--- src/rtl/axis_bram_dma_if.sv ---
// axis_bram_dma_if: AXI4-Stream bundle for the bridge's read and write streams.
// master drives tvalid/tdata/tstrb/tlast, slave drives tready.
interface axis_bram_dma_if #(
   parameter int C_DATA_WIDTH = 64
);
   logic                      tvalid;
   logic                      tready;
   logic [C_DATA_WIDTH-1:0]   tdata;
   logic [C_DATA_WIDTH/8-1:0] tstrb;
   logic                      tlast;

   modport master (
      output tvalid, tdata, tstrb, tlast,
      input  tready
   );

   modport slave (
      input  tvalid, tdata, tstrb, tlast,
      output tready
   );
endinterface

--- src/rtl/axis_bram_dma.sv ---
// axis_bram_dma: AXIS <-> single-port BRAM bridge, credit-based read engine and fair arbiter.
// Define AXIS_BRAM_DMA_STRB_EN to drive bram_we from s_axis tstrb (default: all bytes written).
module axis_bram_dma #(
   parameter int C_ADDR_WIDTH      = 12,
   parameter int C_DATA_WIDTH      = 64,
   parameter int C_RD_FIFO_DEPTH   = 4,
   parameter int C_BRAM_RD_LATENCY = 1
) (
   input  logic                      clk,
   input  logic                      reset,
   input  logic                      ctrl_rd_start,
   input  logic [C_ADDR_WIDTH-1:0]   ctrl_rd_addr,
   input  logic [C_ADDR_WIDTH:0]     ctrl_rd_len,
   input  logic                      ctrl_wr_start,
   input  logic [C_ADDR_WIDTH-1:0]   ctrl_wr_addr,
   output logic                      stat_rd_busy,
   output logic                      stat_wr_busy,
   output logic                      stat_rd_done,
   output logic                      stat_wr_done,
   output logic [C_ADDR_WIDTH:0]     stat_wr_count,
   axis_bram_dma_if.slave            s_axis,
   axis_bram_dma_if.master           m_axis,
   output logic                      bram_clk,
   output logic                      bram_en,
   output logic [C_DATA_WIDTH/8-1:0] bram_we,
   output logic [C_ADDR_WIDTH-1:0]   bram_addr,
   output logic [C_DATA_WIDTH-1:0]   bram_din,
   input  logic [C_DATA_WIDTH-1:0]   bram_dout
);
   localparam int SW  = C_DATA_WIDTH / 8;
   localparam int LW  = C_ADDR_WIDTH + 1;
   localparam int PW  = $clog2(C_RD_FIFO_DEPTH);
   localparam int CW  = PW + 1;
   localparam int LAT = C_BRAM_RD_LATENCY;
   localparam logic [LW-1:0] CNT_MAX = {1'b1, {C_ADDR_WIDTH{1'b0}}};

   typedef enum logic [1:0] {RD_IDLE, RD_RUN, RD_FLUSH} rd_state_e;
   typedef enum logic {WR_IDLE, WR_RUN} wr_state_e;

   rd_state_e               rd_state_q, rd_state_d;
   logic [C_ADDR_WIDTH-1:0] rd_ptr_q, rd_ptr_d;
   logic [LW-1:0]           rd_iss_q, rd_iss_d;
   logic [LW-1:0]           rd_beat_q, rd_beat_d;
   logic                    rd_done_q, rd_done_d;
   logic [CW-1:0]           inflt_q, inflt_d;
   logic [CW-1:0]           fcnt_q, fcnt_d;
   logic [PW-1:0]           fwr_q, frd_q;
   logic [C_DATA_WIDTH-1:0] fmem_q [C_RD_FIFO_DEPTH];
   logic [LAT-1:0]          pipe_q;

   wr_state_e               wr_state_q, wr_state_d;
   logic [C_ADDR_WIDTH-1:0] wr_ptr_q, wr_ptr_d;
   logic [LW-1:0]           wr_cnt_q, wr_cnt_d;
   logic                    wr_done_q, wr_done_d;
   logic                    prio_q, prio_d;

   logic          rd_req, wr_req, rd_gnt, wr_gnt;
   logic          push, pop, rd_vld;
   logic [CW:0]   credit;

   // fifo entries plus reads still in the BRAM pipe must fit the fifo
   assign credit = {1'b0, fcnt_q} + {1'b0, inflt_q};
   assign rd_req = (rd_state_q == RD_RUN) &&
                   (credit < (CW+1)'(C_RD_FIFO_DEPTH));
   assign wr_req = (wr_state_q == WR_RUN) && s_axis.tvalid;
   assign push   = pipe_q[LAT-1];
   assign rd_vld = (fcnt_q != '0);
   assign pop    = rd_vld && m_axis.tready;

   // prio_q=1: write wins the next contended cycle
   always_comb begin
      rd_gnt = 1'b0;
      wr_gnt = 1'b0;
      prio_d = prio_q;
      if (rd_req && wr_req) begin
         wr_gnt = prio_q;
         rd_gnt = !prio_q;
         prio_d = !prio_q;
      end else begin
         rd_gnt = rd_req;
         wr_gnt = wr_req;
      end
   end

   always_comb begin
      rd_state_d = rd_state_q;
      rd_ptr_d   = rd_ptr_q;
      rd_iss_d   = rd_iss_q;
      rd_beat_d  = rd_beat_q;
      rd_done_d  = 1'b0;
      unique case (rd_state_q)
         RD_IDLE: begin
            if (ctrl_rd_start) begin
               if (ctrl_rd_len == '0) begin
                  rd_done_d = 1'b1;
               end else begin
                  rd_state_d = RD_RUN;
                  rd_ptr_d   = ctrl_rd_addr;
                  rd_iss_d   = ctrl_rd_len;
                  rd_beat_d  = ctrl_rd_len;
               end
            end
         end
         RD_RUN: begin
            if (rd_gnt) begin
               rd_ptr_d = rd_ptr_q + 1'b1;
               rd_iss_d = rd_iss_q - 1'b1;
               if (rd_iss_q == LW'(1)) rd_state_d = RD_FLUSH;
            end
         end
         RD_FLUSH: ;
         default: rd_state_d = RD_IDLE;
      endcase
      if (pop) begin
         rd_beat_d = rd_beat_q - 1'b1;
         if (rd_beat_q == LW'(1)) begin
            rd_state_d = RD_IDLE;
            rd_done_d  = 1'b1;
         end
      end
   end

   always_comb begin
      wr_state_d = wr_state_q;
      wr_ptr_d   = wr_ptr_q;
      wr_cnt_d   = wr_cnt_q;
      wr_done_d  = 1'b0;
      unique case (wr_state_q)
         WR_IDLE: begin
            if (ctrl_wr_start) begin
               wr_state_d = WR_RUN;
               wr_ptr_d   = ctrl_wr_addr;
               wr_cnt_d   = '0;
            end
         end
         WR_RUN: begin
            if (wr_gnt) begin
               wr_ptr_d = wr_ptr_q + 1'b1;
               if (wr_cnt_q != CNT_MAX) wr_cnt_d = wr_cnt_q + 1'b1;
               if (s_axis.tlast) begin
                  wr_state_d = WR_IDLE;
                  wr_done_d  = 1'b1;
               end
            end
         end
         default: wr_state_d = WR_IDLE;
      endcase
   end

   assign inflt_d = inflt_q + CW'(rd_gnt) - CW'(push);
   assign fcnt_d  = fcnt_q + CW'(push) - CW'(pop);

   always_ff @(posedge clk or posedge reset) begin
      if (reset) begin
         rd_state_q <= RD_IDLE;
         rd_ptr_q   <= '0;
         rd_iss_q   <= '0;
         rd_beat_q  <= '0;
         rd_done_q  <= 1'b0;
         inflt_q    <= '0;
         fcnt_q     <= '0;
         fwr_q      <= '0;
         frd_q      <= '0;
         pipe_q     <= '0;
         wr_state_q <= WR_IDLE;
         wr_ptr_q   <= '0;
         wr_cnt_q   <= '0;
         wr_done_q  <= 1'b0;
         prio_q     <= 1'b1;
      end else begin
         rd_state_q <= rd_state_d;
         rd_ptr_q   <= rd_ptr_d;
         rd_iss_q   <= rd_iss_d;
         rd_beat_q  <= rd_beat_d;
         rd_done_q  <= rd_done_d;
         inflt_q    <= inflt_d;
         fcnt_q     <= fcnt_d;
         pipe_q     <= LAT'({pipe_q, rd_gnt});
         if (push) fwr_q <= fwr_q + 1'b1;
         if (pop)  frd_q <= frd_q + 1'b1;
         wr_state_q <= wr_state_d;
         wr_ptr_q   <= wr_ptr_d;
         wr_cnt_q   <= wr_cnt_d;
         wr_done_q  <= wr_done_d;
         prio_q     <= prio_d;
      end
   end

   // fifo storage needs no reset; validity lives in fcnt_q
   always_ff @(posedge clk) begin
      if (push) fmem_q[fwr_q] <= bram_dout;
   end

   assign bram_clk  = clk;
   assign bram_en   = rd_gnt || wr_gnt;
   assign bram_addr = wr_gnt ? wr_ptr_q : (rd_gnt ? rd_ptr_q : '0);
   assign bram_din  = s_axis.tdata;
`ifdef AXIS_BRAM_DMA_STRB_EN
   assign bram_we   = wr_gnt ? s_axis.tstrb : '0;
`else
   logic unused_strb;
   assign unused_strb = ^s_axis.tstrb;
   assign bram_we     = {SW{wr_gnt}};
`endif

   assign s_axis.tready = wr_gnt;
   assign m_axis.tvalid = rd_vld;
   assign m_axis.tdata  = rd_vld ? fmem_q[frd_q] : '0;
   assign m_axis.tstrb  = {SW{rd_vld}};
   assign m_axis.tlast  = rd_vld && (rd_beat_q == LW'(1));

   assign stat_rd_busy  = (rd_state_q != RD_IDLE);
   assign stat_wr_busy  = (wr_state_q != WR_IDLE);
   assign stat_rd_done  = rd_done_q;
   assign stat_wr_done  = wr_done_q;
   assign stat_wr_count = wr_cnt_q;
endmodule

--- src/flat_wrapper.sv ---
// flat-port wrapper written by rule: the top's interface ports become plain ports
module axis_bram_dma_flat 
#(
   parameter int C_ADDR_WIDTH      = 12,
   parameter int C_DATA_WIDTH      = 64,
   parameter int C_RD_FIFO_DEPTH   = 4,
   parameter int C_BRAM_RD_LATENCY = 1
)
  (clk, reset, ctrl_rd_start, ctrl_rd_addr, ctrl_rd_len, ctrl_wr_start, ctrl_wr_addr, stat_rd_busy, stat_wr_busy, stat_rd_done, stat_wr_done, stat_wr_count, bram_clk, bram_en, bram_we, bram_addr, bram_din, bram_dout, s_axis_tvalid, s_axis_tdata, s_axis_tstrb, s_axis_tlast, s_axis_tready, m_axis_tvalid, m_axis_tdata, m_axis_tstrb, m_axis_tlast, m_axis_tready);
  axis_bram_dma_if #(.C_DATA_WIDTH(C_DATA_WIDTH)) s_axis_i ();
  axis_bram_dma_if #(.C_DATA_WIDTH(C_DATA_WIDTH)) m_axis_i ();
  input  logic clk;
  input  logic reset;
  input  logic ctrl_rd_start;
  input  logic [C_ADDR_WIDTH-1:0] ctrl_rd_addr;
  input  logic [C_ADDR_WIDTH:0] ctrl_rd_len;
  input  logic ctrl_wr_start;
  input  logic [C_ADDR_WIDTH-1:0] ctrl_wr_addr;
  output logic stat_rd_busy;
  output logic stat_wr_busy;
  output logic stat_rd_done;
  output logic stat_wr_done;
  output logic [C_ADDR_WIDTH:0] stat_wr_count;
  output logic bram_clk;
  output logic bram_en;
  output logic [C_DATA_WIDTH/8-1:0] bram_we;
  output logic [C_ADDR_WIDTH-1:0] bram_addr;
  output logic [C_DATA_WIDTH-1:0] bram_din;
  input  logic [C_DATA_WIDTH-1:0] bram_dout;
  input wire logic [$bits(s_axis_i.tvalid)-1:0] s_axis_tvalid;
  input wire logic [$bits(s_axis_i.tdata)-1:0] s_axis_tdata;
  input wire logic [$bits(s_axis_i.tstrb)-1:0] s_axis_tstrb;
  input wire logic [$bits(s_axis_i.tlast)-1:0] s_axis_tlast;
  output wire logic [$bits(s_axis_i.tready)-1:0] s_axis_tready;
  output wire logic [$bits(m_axis_i.tvalid)-1:0] m_axis_tvalid;
  output wire logic [$bits(m_axis_i.tdata)-1:0] m_axis_tdata;
  output wire logic [$bits(m_axis_i.tstrb)-1:0] m_axis_tstrb;
  output wire logic [$bits(m_axis_i.tlast)-1:0] m_axis_tlast;
  input wire logic [$bits(m_axis_i.tready)-1:0] m_axis_tready;
  assign s_axis_i.tvalid = s_axis_tvalid;
  assign s_axis_i.tdata = s_axis_tdata;
  assign s_axis_i.tstrb = s_axis_tstrb;
  assign s_axis_i.tlast = s_axis_tlast;
  assign s_axis_tready = s_axis_i.tready;
  assign m_axis_tvalid = m_axis_i.tvalid;
  assign m_axis_tdata = m_axis_i.tdata;
  assign m_axis_tstrb = m_axis_i.tstrb;
  assign m_axis_tlast = m_axis_i.tlast;
  assign m_axis_i.tready = m_axis_tready;
  axis_bram_dma #(.C_ADDR_WIDTH(C_ADDR_WIDTH), .C_DATA_WIDTH(C_DATA_WIDTH), .C_RD_FIFO_DEPTH(C_RD_FIFO_DEPTH), .C_BRAM_RD_LATENCY(C_BRAM_RD_LATENCY)) u_core (.clk(clk), .reset(reset), .ctrl_rd_start(ctrl_rd_start), .ctrl_rd_addr(ctrl_rd_addr), .ctrl_rd_len(ctrl_rd_len), .ctrl_wr_start(ctrl_wr_start), .ctrl_wr_addr(ctrl_wr_addr), .stat_rd_busy(stat_rd_busy), .stat_wr_busy(stat_wr_busy), .stat_rd_done(stat_rd_done), .stat_wr_done(stat_wr_done), .stat_wr_count(stat_wr_count), .s_axis(s_axis_i), .m_axis(m_axis_i), .bram_clk(bram_clk), .bram_en(bram_en), .bram_we(bram_we), .bram_addr(bram_addr), .bram_din(bram_din), .bram_dout(bram_dout));
endmodule
--- config.mk ---
export PLATFORM = sky130hd
export DESIGN_NAME = axis_bram_dma_flat
export DESIGN_NICKNAME = d
export VERILOG_FILES = /design/src/rtl/axis_bram_dma_if.sv /design/src/rtl/axis_bram_dma.sv /design/src/flat_wrapper.sv
export SDC_FILE = /design/constraint.sdc
export NUM_CORES = 1
export LEC_CHECK = 0
export ABC_AREA = 1
export BUFFER_PORTS_ARGS = -buffer_cell sky130_fd_sc_hd__buf_4
export CAP_MARGIN = 20
export CORE_MARGIN = 5
export CORE_UTILIZATION = 40
export CTS_BUF_LIST = sky130_fd_sc_hd__clkbuf_8
export DETAILED_ROUTE_END_ITERATION = 7
export GPL_ROUTABILITY_DRIVEN = 0
export PLACE_DENSITY_LB_ADDON = 0.12
export REMOVE_ABC_BUFFERS = 1
export SLEW_MARGIN = 25
export SYNTH_ARGS = -nofsm -noshare
export SYNTH_HDL_FRONTEND = slang
export SYNTH_SLANG_ARGS = --single-unit
--- constraint.sdc ---
create_clock -name clk -period 3.2 [get_ports clk]
set_input_delay 0.96 -clock clk [delete_from_list [all_inputs] [get_ports clk]]
set_output_delay 0.96 -clock clk [all_outputs]
set_load 0.02 [all_outputs]
==> results of run 1 <==
-- repair_timing --
item,in CTS,in global routing
pin swaps,9,90
resized for setup,92,483
setup buffers,24,13
endpoints found under the setup margin,86,86
gates cloned,11,26
-- critical path, cell delays in order, from the launching register on --
cell        delay (ps)
dfrtp_2            440
ha_4               250
nand3_2             70
nand2_2             60
nor2_4             150
nand2_2             90
nand2_4            120
buf_12             120
clkinvlp_4         130
buf_6              170
-- kinds of logic (layout without fill, tap and decap cells) --
logic type      count (synthesis)  after routing
compound gates                262            262
simple gates                  786            786
flops                         336            336
fa+ha+maj                      20             20
xor+xnor                       11             11
buf+inv                       259            538
-- final timing paths --
kind | startpoint | end | slack, ps | cells past startpoint
max | u_core.fcnt_q[1]$_DFF_PP0_ | bram_we[6] | -110 | 9
min | reset | u_core.stat_wr_count[9]$_DFFE_PP0P_ | 120 | 2
max reg2reg | u_core.fcnt_q[1]$_DFF_PP0_ | u_core.fcnt_q[1]$_DFF_PP0_ | 860 | 13
min reg2reg | u_core.wr_ptr_q[11]$_DFFE_PP0P_ | u_core.wr_ptr_q[11]$_DFFE_PP0P_ | 510 | 2
max in group asynchronous | reset | u_core.frd_q[0]$_DFFE_PP0P_ | 2340 | 3
min in group clk | bram_dout[37] | u_core.fmem_q[0][37]$_DFFE_PP_ | 400 | 1
-- metal layers --
| layer | up-vias | global-route usage [%] | share of wire, % |
|---|---|---|---|
| li1 | 6032 | - | - |
| met1 | 6024 | 28.27 | 44 |
| met2 | 391 | 31.13 | 45 |
| met3 | 81 | 9.451 | 9.1 |
| met4 | 8 | 5.491 | 1.8 |
| met5 | - | 2.047 | 0.30 |
-- layout by cell type, fill, tap and decap left out, types with 18 or more instances in the layout --
master / synthesis / layout
a21oi_2: 0 / 26
a21oi_4: 0 / 33
buf_12: 0 / 19
buf_4: 82 / 180
buf_6: 3 / 80
clkbuf_16: 0 / 18
clkbuf_8: 0 / 73
dfrtp_1: 79 / 76
edfxtp_1: 256 / 256
inv_1: 99 / 117
nand2_1: 283 / 280
nand3_1: 91 / 90
nand4_1: 23 / 23
nor2_1: 354 / 264
nor2_2: 1 / 36
nor2_4: 2 / 57
o21ai_0: 166 / 50
o21ai_1: 10 / 71
o21ai_2: 1 / 56
-- registers in the layout, summed over array words and instances, names as in the netlist, 3 cells and up --
name,count
u_core.fcnt_q,3
u_core.stat_wr_count,13
u_core.rd_iss_q,13
u_core.rd_ptr_q,12
u_core.rd_beat_q,13
u_core.wr_ptr_q,12
u_core.inflt_q,3
u_core.fmem_q,256
-- through the flow --
step                      cell area, um2  utilization (%)  total power, uW  TNS (ps)  setup WS [ps]
final                              21840            55.08            23050     -1474         -107.2
after global routing               21840            55.08            24520     -8686         -245.5
after CTS                          19790            49.93            20120     -3184         -160.4
after detailed placement           17750            44.79            14860         0          435.2
after global placement             17750            44.79            14750         0          445.0
after floorplan                    15080                -            11300   -118410          -1775
-- final cells by class --
cell class	instances	area [um2]	area share (%)
clock buffer	74	1012	4.636
timing repair buffer	316	3538	16.20
tap	525	656.9	3.008
inverter	106	441.7	2.023
sequential	336	9697	44.41
multi-input combinational	1079	6280	28.76
timing repair inverter	2	18.77	0.08595
clock inverter	40	191.4	0.8767
-- where the power goes --
group          leakage [uW]  internal (uW)  switching [uW]
Clock              0.000707           2100            1860
Combinational       0.00473           5550            7420
Sequential          0.00332           5560             565
==> out/summary.txt, run 1 <==
Clock slew at reported path FFs: 60 ps
Pins over their slew limit: 0
Synth Area in Adders: 1.656%
Hold slack: 124.5 ps
Yosys warns: 0
Core Area: 39640 um2
Vias: 12536
Syn Inst Count: 1674
Setup Skew: 24.45 ps
Share of cells above drive strength 1: 33.95%
IO Pins: 358
Vias in the first global route: 11748
Max cap viols: 0
Startpoint types: flop
Diodes inserted: 0
Largest family of logic cells by synthesized area: simple AND/OR/NAND/NOR gates
Port bufs: 221
Synth top cells by count: nor2_1 (354), nand2_1 (283), edfxtp_1 (256), o21ai_0 (166), inv_1 (99)
Critical path arrival: 2350 ps
Gr usage total: 21.05%
Post-Synth Simple-Gate Area: 20.52%
Fin nets: 2104
Remaining antenna violation count: 0
Least-Margin Pin Slew: 842.1 ps
Fill cells: 3479
Required @ worst endpoint: 2240 ps
Placed cell count: 2296
Aggregate global routing overflow: 0
Post-synth ARST share: 23.81%
Post-DR vias/cell: 5.059
Mean Syn Cell Area: 9.567 um2
Rows: 73
Area grow syn2layout: 36.34%
Violated checks: setup timing
First-pass GRT wire length: 71140 um
Detailed-route DRC error count: 0
CP Capture Type: output port
Starting Density: 40.40%
Tcrit/Tclk final: 103.4%
Compound-Gate Fraction of Synth Area: 8.359%
Worst skew pair latency: 760 ps
Router iterations before antenna repair: 5
Worst hold path class: in -> async
Final hold violations: 0
Final HPWL from detailed placement: 29100 um
Fmax: 302.4 MHz
Die Y: 210.1 um
Status: finished with violations
Netlist cell types: 39
Post-CTS Hold Fix Bufs: 0
Sequential cell area fraction in the yosys report: 60.51%
FF+latch count, synth: 336
Fin cells: 2478
Routed wire length: 52350 um
Largest net degree at the start of global routing: 71
Count leader, synth: nor2_1
Worst-path maximum fanout: 6
VDD IR max: 0.6241 mV
Initial antenna violation count: 2
Biggest area consumer among synthesized cells: edfxtp_1
RSZ-0062 raised after global routing: yes
Final setup viols: 22
Multiplexer share of the synthesized area: 0%
Static Leakage: 0.008753 uW
Post-synth top flop: edfxtp_1
Crit Path Class: reg -> out
Post-Synth XOR/XNOR Area: 0.6016%
Synth top area share: 48.00%
Drt wl/cell: 21.13 um
Synth top area cells: edfxtp_1 (48%), dfrtp_1 (12%), nor2_1 (8.3%)
Die width: 210.1 um
PwrDens: 1056 nW/um2
Setup ws final: -107.2 ps
Post-synth EDFFs: 256
DIE AREA: 44140 um2
Initial DRC count: 658
Mapped Area: 16020 um2
Period minus WS final: 3307 ps
CTS tree: built
Rel. slew slack: 43.78%
No activity file was read; power rests on OpenSTA's default activity.
==> run 2: changes to the inputs <==
--- a/config.mk
+++ b/config.mk
@@ -10,7 +10,6 @@
 export CAP_MARGIN = 20
 export CORE_MARGIN = 5
 export CORE_UTILIZATION = 40
-export CTS_BUF_LIST = sky130_fd_sc_hd__clkbuf_8
 export DETAILED_ROUTE_END_ITERATION = 7
 export GPL_ROUTABILITY_DRIVEN = 0
 export PLACE_DENSITY_LB_ADDON = 0.12
==> out/summary.txt, run 2 (same netlist as run 1, synthesis figures left out) <==
Status: completed (was finished with violations)
Setup WS pre-CTS: 435.2 ps (unchanged)
Router iterations before antenna repair: 5 (unchanged)
Total power: 19980 uW (was 23050 uW)
IO Pins: 358 (unchanged)
Met2 Use GR: 29.64% (was 31.13%)
Static Leakage: 0.008028 uW (was 0.008753 uW)
Fin nets: 2040 (was 2104)
Worst skew pair latency: 660 ps (was 760 ps)
Setup ws final: 4.435 ps (was -107.2 ps)
Gr usage total: 20.10% (was 21.05%)
Die Y: 210.1 um (unchanged)
Final HPWL from detailed placement: 29100 um (unchanged)
Initial DRC count: 597 (was 658)
Final setup viols: 0 (was 22)
Period minus WS final: 3196 ps (was 3307 ps)
Worst hold path class: in -> async (unchanged)
Reg2reg end: u_core.inflt_q[2]$_DFF_PP0_ (was u_core.fcnt_q[1]$_DFF_PP0_)
Most frequent cells in the layout: nor2_1 (354), nand2_1 (281), edfxtp_1 (256) (was nand2_1 (280), nor2_1 (264), edfxtp_1 (256))
Pins over their slew limit: 0 (unchanged)
Post-CTS Hold Fix Bufs: 0 (unchanged)
Least-Margin Pin Slew: 823.4 ps (was 842.1 ps)
DIE AREA: 44140 um2 (unchanged)
Commonest non-fill, non-tap cell in the layout: nor2_1 (was nand2_1)
Vias: 11826 (was 12536)
Startpoint types: flop (unchanged)
R2R depth: 11 (was 13)
Starting Density: 40.40% (unchanged)
Die width: 210.1 um (unchanged)
Aggregate global routing overflow: 0 (unchanged)
Critical path arrival: 2240 ps (was 2350 ps)
Share of cells above drive strength 1: 21.27% (was 33.95%)
Final hold violations: 0 (unchanged)
Met3 usage: 8.989% (was 9.451%)
CP Cell Sequence: ha_1 -> nand3b_4 -> nor2_4 -> nand2_2 -> nand2_4 -> buf_12 -> clkinvlp_4 -> buf_4 (was ha_4 -> nand3_2 -> nand2_2 -> nor2_4 -> nand2_2 -> nand2_4 -> buf_12 -> clkinvlp_4 -> buf_6)
Post-DR vias/cell: 4.936 (was 5.059)
Fmax: 312.9 MHz (was 302.4 MHz)
First-pass GRT wire length: 68250 um (was 71140 um)
Tcrit/Tclk final: 99.86% (was 103.4%)
Gr busiest metal: met2 (unchanged)
Most flops, register: u_core.fmem_q (unchanged)
M1 GR Usage: 27.46% (was 28.27%)
CP Capture Type: output port (unchanged)
Setup Skew: 10.57 ps (was 24.45 ps)
Crit Path Class: reg -> out (unchanged)
Required @ worst endpoint: 2240 ps (about the same)
Core Area: 39640 um2 (unchanged)
RSZ-0062 raised after global routing: yes (unchanged)
Rows: 73 (unchanged)
Detailed-route DRC error count: 0 (unchanged)
Critical path's slowest cell: dfrtp_1 (was dfrtp_2)
Diodes inserted: 0 (unchanged)
Area grow syn2layout: 22.59% (was 36.34%)
CTS tree: built (unchanged)
Vias in the first global route: 11340 (was 11748)
R2R setup slack: 880 ps (was 860 ps)
CP max stage delay: 380 ps (was 440 ps)
Remaining antenna violation count: 0 (unchanged)
VDD IR max: 0.6137 mV (was 0.6241 mV)
Reg2reg start: u_core.inflt_q[1]$_DFF_PP0_ (was u_core.fcnt_q[1]$_DFF_PP0_)
Worst-path maximum fanout: 6 (unchanged)
Largest register FFs: 256 (unchanged)
Rel. slew slack: 45.03% (was 43.78%)
Max cap viols: 0 (unchanged)
Drt wl/cell: 19.23 um (was 21.13 um)
Port bufs: 221 (unchanged)
Clock slew at reported path FFs: 50 ps (was 60 ps)
PwrDens: 1018 nW/um2 (was 1056 nW/um2)
Routed wire length: 46080 um (was 52350 um)
Largest net degree at the start of global routing: 71 (unchanged)
Initial antenna violation count: 2 (unchanged)
## run 2: changes by cell type in the layout (fill, tap and decap cells not counted), moves of 35 or more
cell      previous run  this run
o21ai_2             56         1
clkbuf_8            73         2
o21ai_1             71        11
nor2_2              36         1
nor2_1             264       354
buf_6               80        15
nor2_4              57         2
a21oi_1              9        64
buf_4              180       237
o21ai_0             50       165
## run 2: power breakdown
| part | total (uW) | internal, uW | leakage, uW | switching (uW) |
|---|---|---|---|---|
| Clock | 4530 | 2730 | 0.000655 | 1800 |
| Sequential | 6060 | 5560 | 0.00332 | 505 |
| Combinational | 9390 | 3570 | 0.00406 | 5810 |
| Total | 20000 | 11900 | 0.00803 | 8120 |
## run 2: worst max-delay path by stage
stage,start,endpoint,depth (start not counted)
global placement,s_axis_tvalid,bram_addr[11],6
detailed placement,s_axis_tvalid,bram_we[7],6
finish,u_core.fcnt_q[2]$_DFF_PP0_,bram_we[6],8
global route,u_core.fcnt_q[2]$_DFF_PP0_,bram_we[7],8
CTS,u_core.fcnt_q[2]$_DFF_PP0_,bram_we[7],8
floorplan,u_core.frd_q[0]$_DFFE_PP0P_,m_axis_tdata[0],3
## run 2: timing repair
item / in CTS / in global routing
pin swaps: 2 / 5
cloned: 3 / 5
buffers inserted: 16 / 1
setup endpoints to repair: 86 / 79
resized for setup: 33 / 20
## run 2: area by class of cell
class                   count  area (um2)
clock buffers              53        1116
clock inverters            23       222.7
fillers                  3694       20010
inverters                 106       410.4
multi-input cells        1079        5096
flip-flops and latches    336        9697
well taps                 525       656.9
repair buffers            273        2426
repair inverters            1       7.507
## run 2: metal layers
| layer | wire (um) | vias up |
|---|---|---|
| met5 | 93 | - |
| met4 | 625 | 6 |
| met3 | 4568 | 46 |
| met2 | 20180 | 386 |
| met1 | 20620 | 5527 |
| li1 | - | 5861 |
## run 2: worst max-delay path, delay by kind of cell, from the launching register on
family | cells | cell delay, ps
fa+ha+maj | 1 | 300
buf+inv | 3 | 410
flops | 1 | 380
simple gates | 4 | 490
## run 2: stage by stage
| step | cells | utilization, % | hold slack, ps | cell area, um2 | setup TNS (ps) |
|---|---|---|---|---|---|
| after global placement | 2296 | 44.79 | 488.5 | 17750 | 0 |
| after global routing | 2396 | 49.53 | 220.2 | 19630 | -1883 |
| after detailed placement | 2296 | 44.79 | 490.2 | 17750 | 0 |
| final | 2396 | 49.53 | 227.3 | 19630 | 0 |
| after CTS | 2390 | 49.07 | 196.7 | 19450 | -157.0 |
| after floorplan | 1521 | - | 466.5 | 15080 | -118410 |
==> run 3: changes to the inputs <==
--- a/config.mk
+++ b/config.mk
@@ -14,6 +14,7 @@
 export GPL_ROUTABILITY_DRIVEN = 0
 export PLACE_DENSITY_LB_ADDON = 0.12
 export REMOVE_ABC_BUFFERS = 1
+export SETUP_SLACK_MARGIN = 0.02
 export SLEW_MARGIN = 25
 export SYNTH_ARGS = -nofsm -noshare
 export SYNTH_HDL_FRONTEND = slang
==> out/summary.txt, run 3 (same netlist as run 1, synthesis figures left out) <==
PwrDens: 1020 nW/um2 (was 1018 nW/um2)
Final HPWL from detailed placement: 29100 um (unchanged)
Met3 wire len: 4186 um (was 4568 um)
Die Y: 210.1 um (unchanged)
Worst setup startpoint: u_core.fcnt_q[2]$_DFF_PP0_ (unchanged)
Fill cells: 3694 (unchanged)
RSZ-0062 raised after global routing: yes (unchanged)
Wire length on met2: 20230 um (was 20180 um)
R2R depth: 11 (unchanged)
Post-DR vias/cell: 4.941 (was 4.936)
DIE AREA: 44140 um2 (unchanged)
Largest register FFs: 256 (unchanged)
Core Area: 39640 um2 (unchanged)
First-pass GRT wire length: 68370 um (was 68250 um)
Routed wire length: 46150 um (was 46080 um)
Setup crit end: bram_we[6] (unchanged)
Crit Path Class: reg -> out (unchanged)
CP Cell Sequence: ha_1 -> nand3b_4 -> nor2_4 -> nand2_2 -> nand2_4 -> buf_12 -> clkinvlp_4 -> buf_4 (unchanged)
Least-Margin Pin Slew: 874.3 ps (was 823.4 ps)
Initial antenna violation count: 2 (unchanged)
Starting Density: 40.40% (unchanged)
Vias: 11844 (was 11826)
Dpl cell area: 17750 um2 (unchanged)
Final instance area: 19700 um2 (was 19630 um2)
CP max stage delay: 390 ps (was 380 ps)
Required @ worst endpoint: 2240 ps (about the same)
CTS tree: built (unchanged)
Clock slew at reported path FFs: 50 ps (about the same)
Critical path arrival: 2230 ps (was 2240 ps)
Drt wl/cell: 19.25 um (was 19.23 um)
Pins over their slew limit: 0 (unchanged)
Area grow syn2layout: 22.98% (was 22.59%)
Total power: 20080 uW (was 19980 uW)
Startpoint types: flop (unchanged)
Fin nets: 2041 (was 2040)
R2R setup slack: 890 ps (was 880 ps)
Rel. slew slack: 41.63% (was 45.03%)
Most flops, register: u_core.fmem_q (unchanged)
Rows: 73 (unchanged)
Diodes inserted: 0 (unchanged)
Worst-path maximum fanout: 6 (unchanged)
TNS Setup: 0 ps (unchanged)
Detailed-route DRC error count: 0 (unchanged)
Final setup viols: 0 (unchanged)
Worst hold path class: in -> async (unchanged)
Status: completed (unchanged)
IO Pins: 358 (unchanged)
Port bufs: 221 (unchanged)
VDD IR max: 0.6258 mV (was 0.6137 mV)
Share of cells above drive strength 1: 21.47% (was 21.27%)
Router iterations before antenna repair: 5 (unchanged)
Max cap viols: 0 (unchanged)
Final hold violations: 0 (unchanged)
Die width: 210.1 um (unchanged)
Tcrit/Tclk final: 99.84% (was 99.86%)
Post-CTS Hold Fix Bufs: 0 (unchanged)
Initial DRC count: 645 (was 597)
Period minus WS final: 3195 ps (was 3196 ps)
Most frequent cells in the layout: nor2_1 (353), nand2_1 (281), edfxtp_1 (256) (was nor2_1 (354), nand2_1 (281), edfxtp_1 (256))
Worst skew pair latency: 660 ps (about the same)
Aggregate global routing overflow: 0 (unchanged)
Setup Skew: 9.415 ps (was 10.57 ps)
Vias in the first global route: 11349 (was 11340)
Critical path's slowest cell: dfrtp_1 (unchanged)
Fin cells: 2397 (was 2396)
Gr usage total: 20.14% (was 20.10%)
Top Layer Used: met5 (unchanged)
Placed cell count: 2296 (unchanged)
CP Capture Type: output port (unchanged)
Reg2reg end: u_core.inflt_q[2]$_DFF_PP0_ (unchanged)
Largest net degree at the start of global routing: 71 (unchanged)
Fmax: 313.0 MHz (was 312.9 MHz)
Reg2reg start: u_core.inflt_q[1]$_DFF_PP0_ (unchanged)
Commonest non-fill, non-tap cell in the layout: nor2_1 (unchanged)
Remaining antenna violation count: 0 (unchanged)
M1 wire length: 21010 um (was 20620 um)
Static Leakage: 0.008047 uW (was 0.008028 uW)
## run 3: repair_timing
| action | CTS | global route |
|---|---|---|
| resized for setup | 47 | 15 |
| setup endpoints to repair | 86 | 57 |
| setup buffers | 16 | 1 |
| gates cloned | 4 | 5 |
| pin swaps | 4 | 7 |
## run 3: per-layer routing
| metal | GRT usage (%) | vias up |
|---|---|---|
| li1 | - | 5869 |
| met1 | 27.56 | 5593 |
| met2 | 29.65 | 330 |
| met3 | 8.989 | 46 |
| met4 | 4.298 | 6 |
| met5 | 2.263 | - |
## run 3: worst min path at each step
stage,to,cells after the start
floorplan,u_core.inflt_q[2]$_DFF_PP0_,1
global placement,u_core.inflt_q[2]$_DFF_PP0_,1
detailed placement,u_core.rd_iss_q[12]$_DFFE_PP0P_,2
CTS,u_core.stat_wr_count[9]$_DFFE_PP0P_,2
global route,u_core.stat_wr_count[9]$_DFFE_PP0P_,2
finish,u_core.stat_wr_count[9]$_DFFE_PP0P_,2
## run 3: final cells by class
class | count | area, um2 | share of cell area, %
Clock buffer | 53 | 1116 | 5.666
Clock inverter | 23 | 222.7 | 1.131
Inverter | 106 | 412.9 | 2.096
Multi-Input combinational cell | 1079 | 5114 | 25.96
Sequential cell | 336 | 9697 | 49.23
Tap cell | 525 | 656.9 | 3.335
Timing Repair Buffer | 274 | 2470 | 12.54
Timing Repair inverter | 1 | 7.507 | 0.03811
## run 3: metrics by stage
stage	hold slack, ps	utilization, %	setup slack [ps]
finish	226.1	49.69	5.187
CTS	196.7	49.21	-27.50
global route	220.2	49.69	-110.5
global placement	488.5	44.79	445.0
detailed placement	490.2	44.79	435.2
floorplan	466.5	-	-1775
## run 3: power by group
part / total, uW / internal, uW / leakage (uW) / switching [uW]
Combinational: 9490 / 3640 / 0.00408 / 5840
Clock: 4530 / 2730 / 0.000655 / 1810
Sequential: 6060 / 5560 / 0.00332 / 507
## run 3: worst max-delay path, delay by kind of cell, from the launching register on
kind	cells	cell delay, ps
flip-flops	1	390
AND/OR/NAND/NOR	4	490
buffers and inverters	3	410
adder cells (fa/ha/maj)	1	300
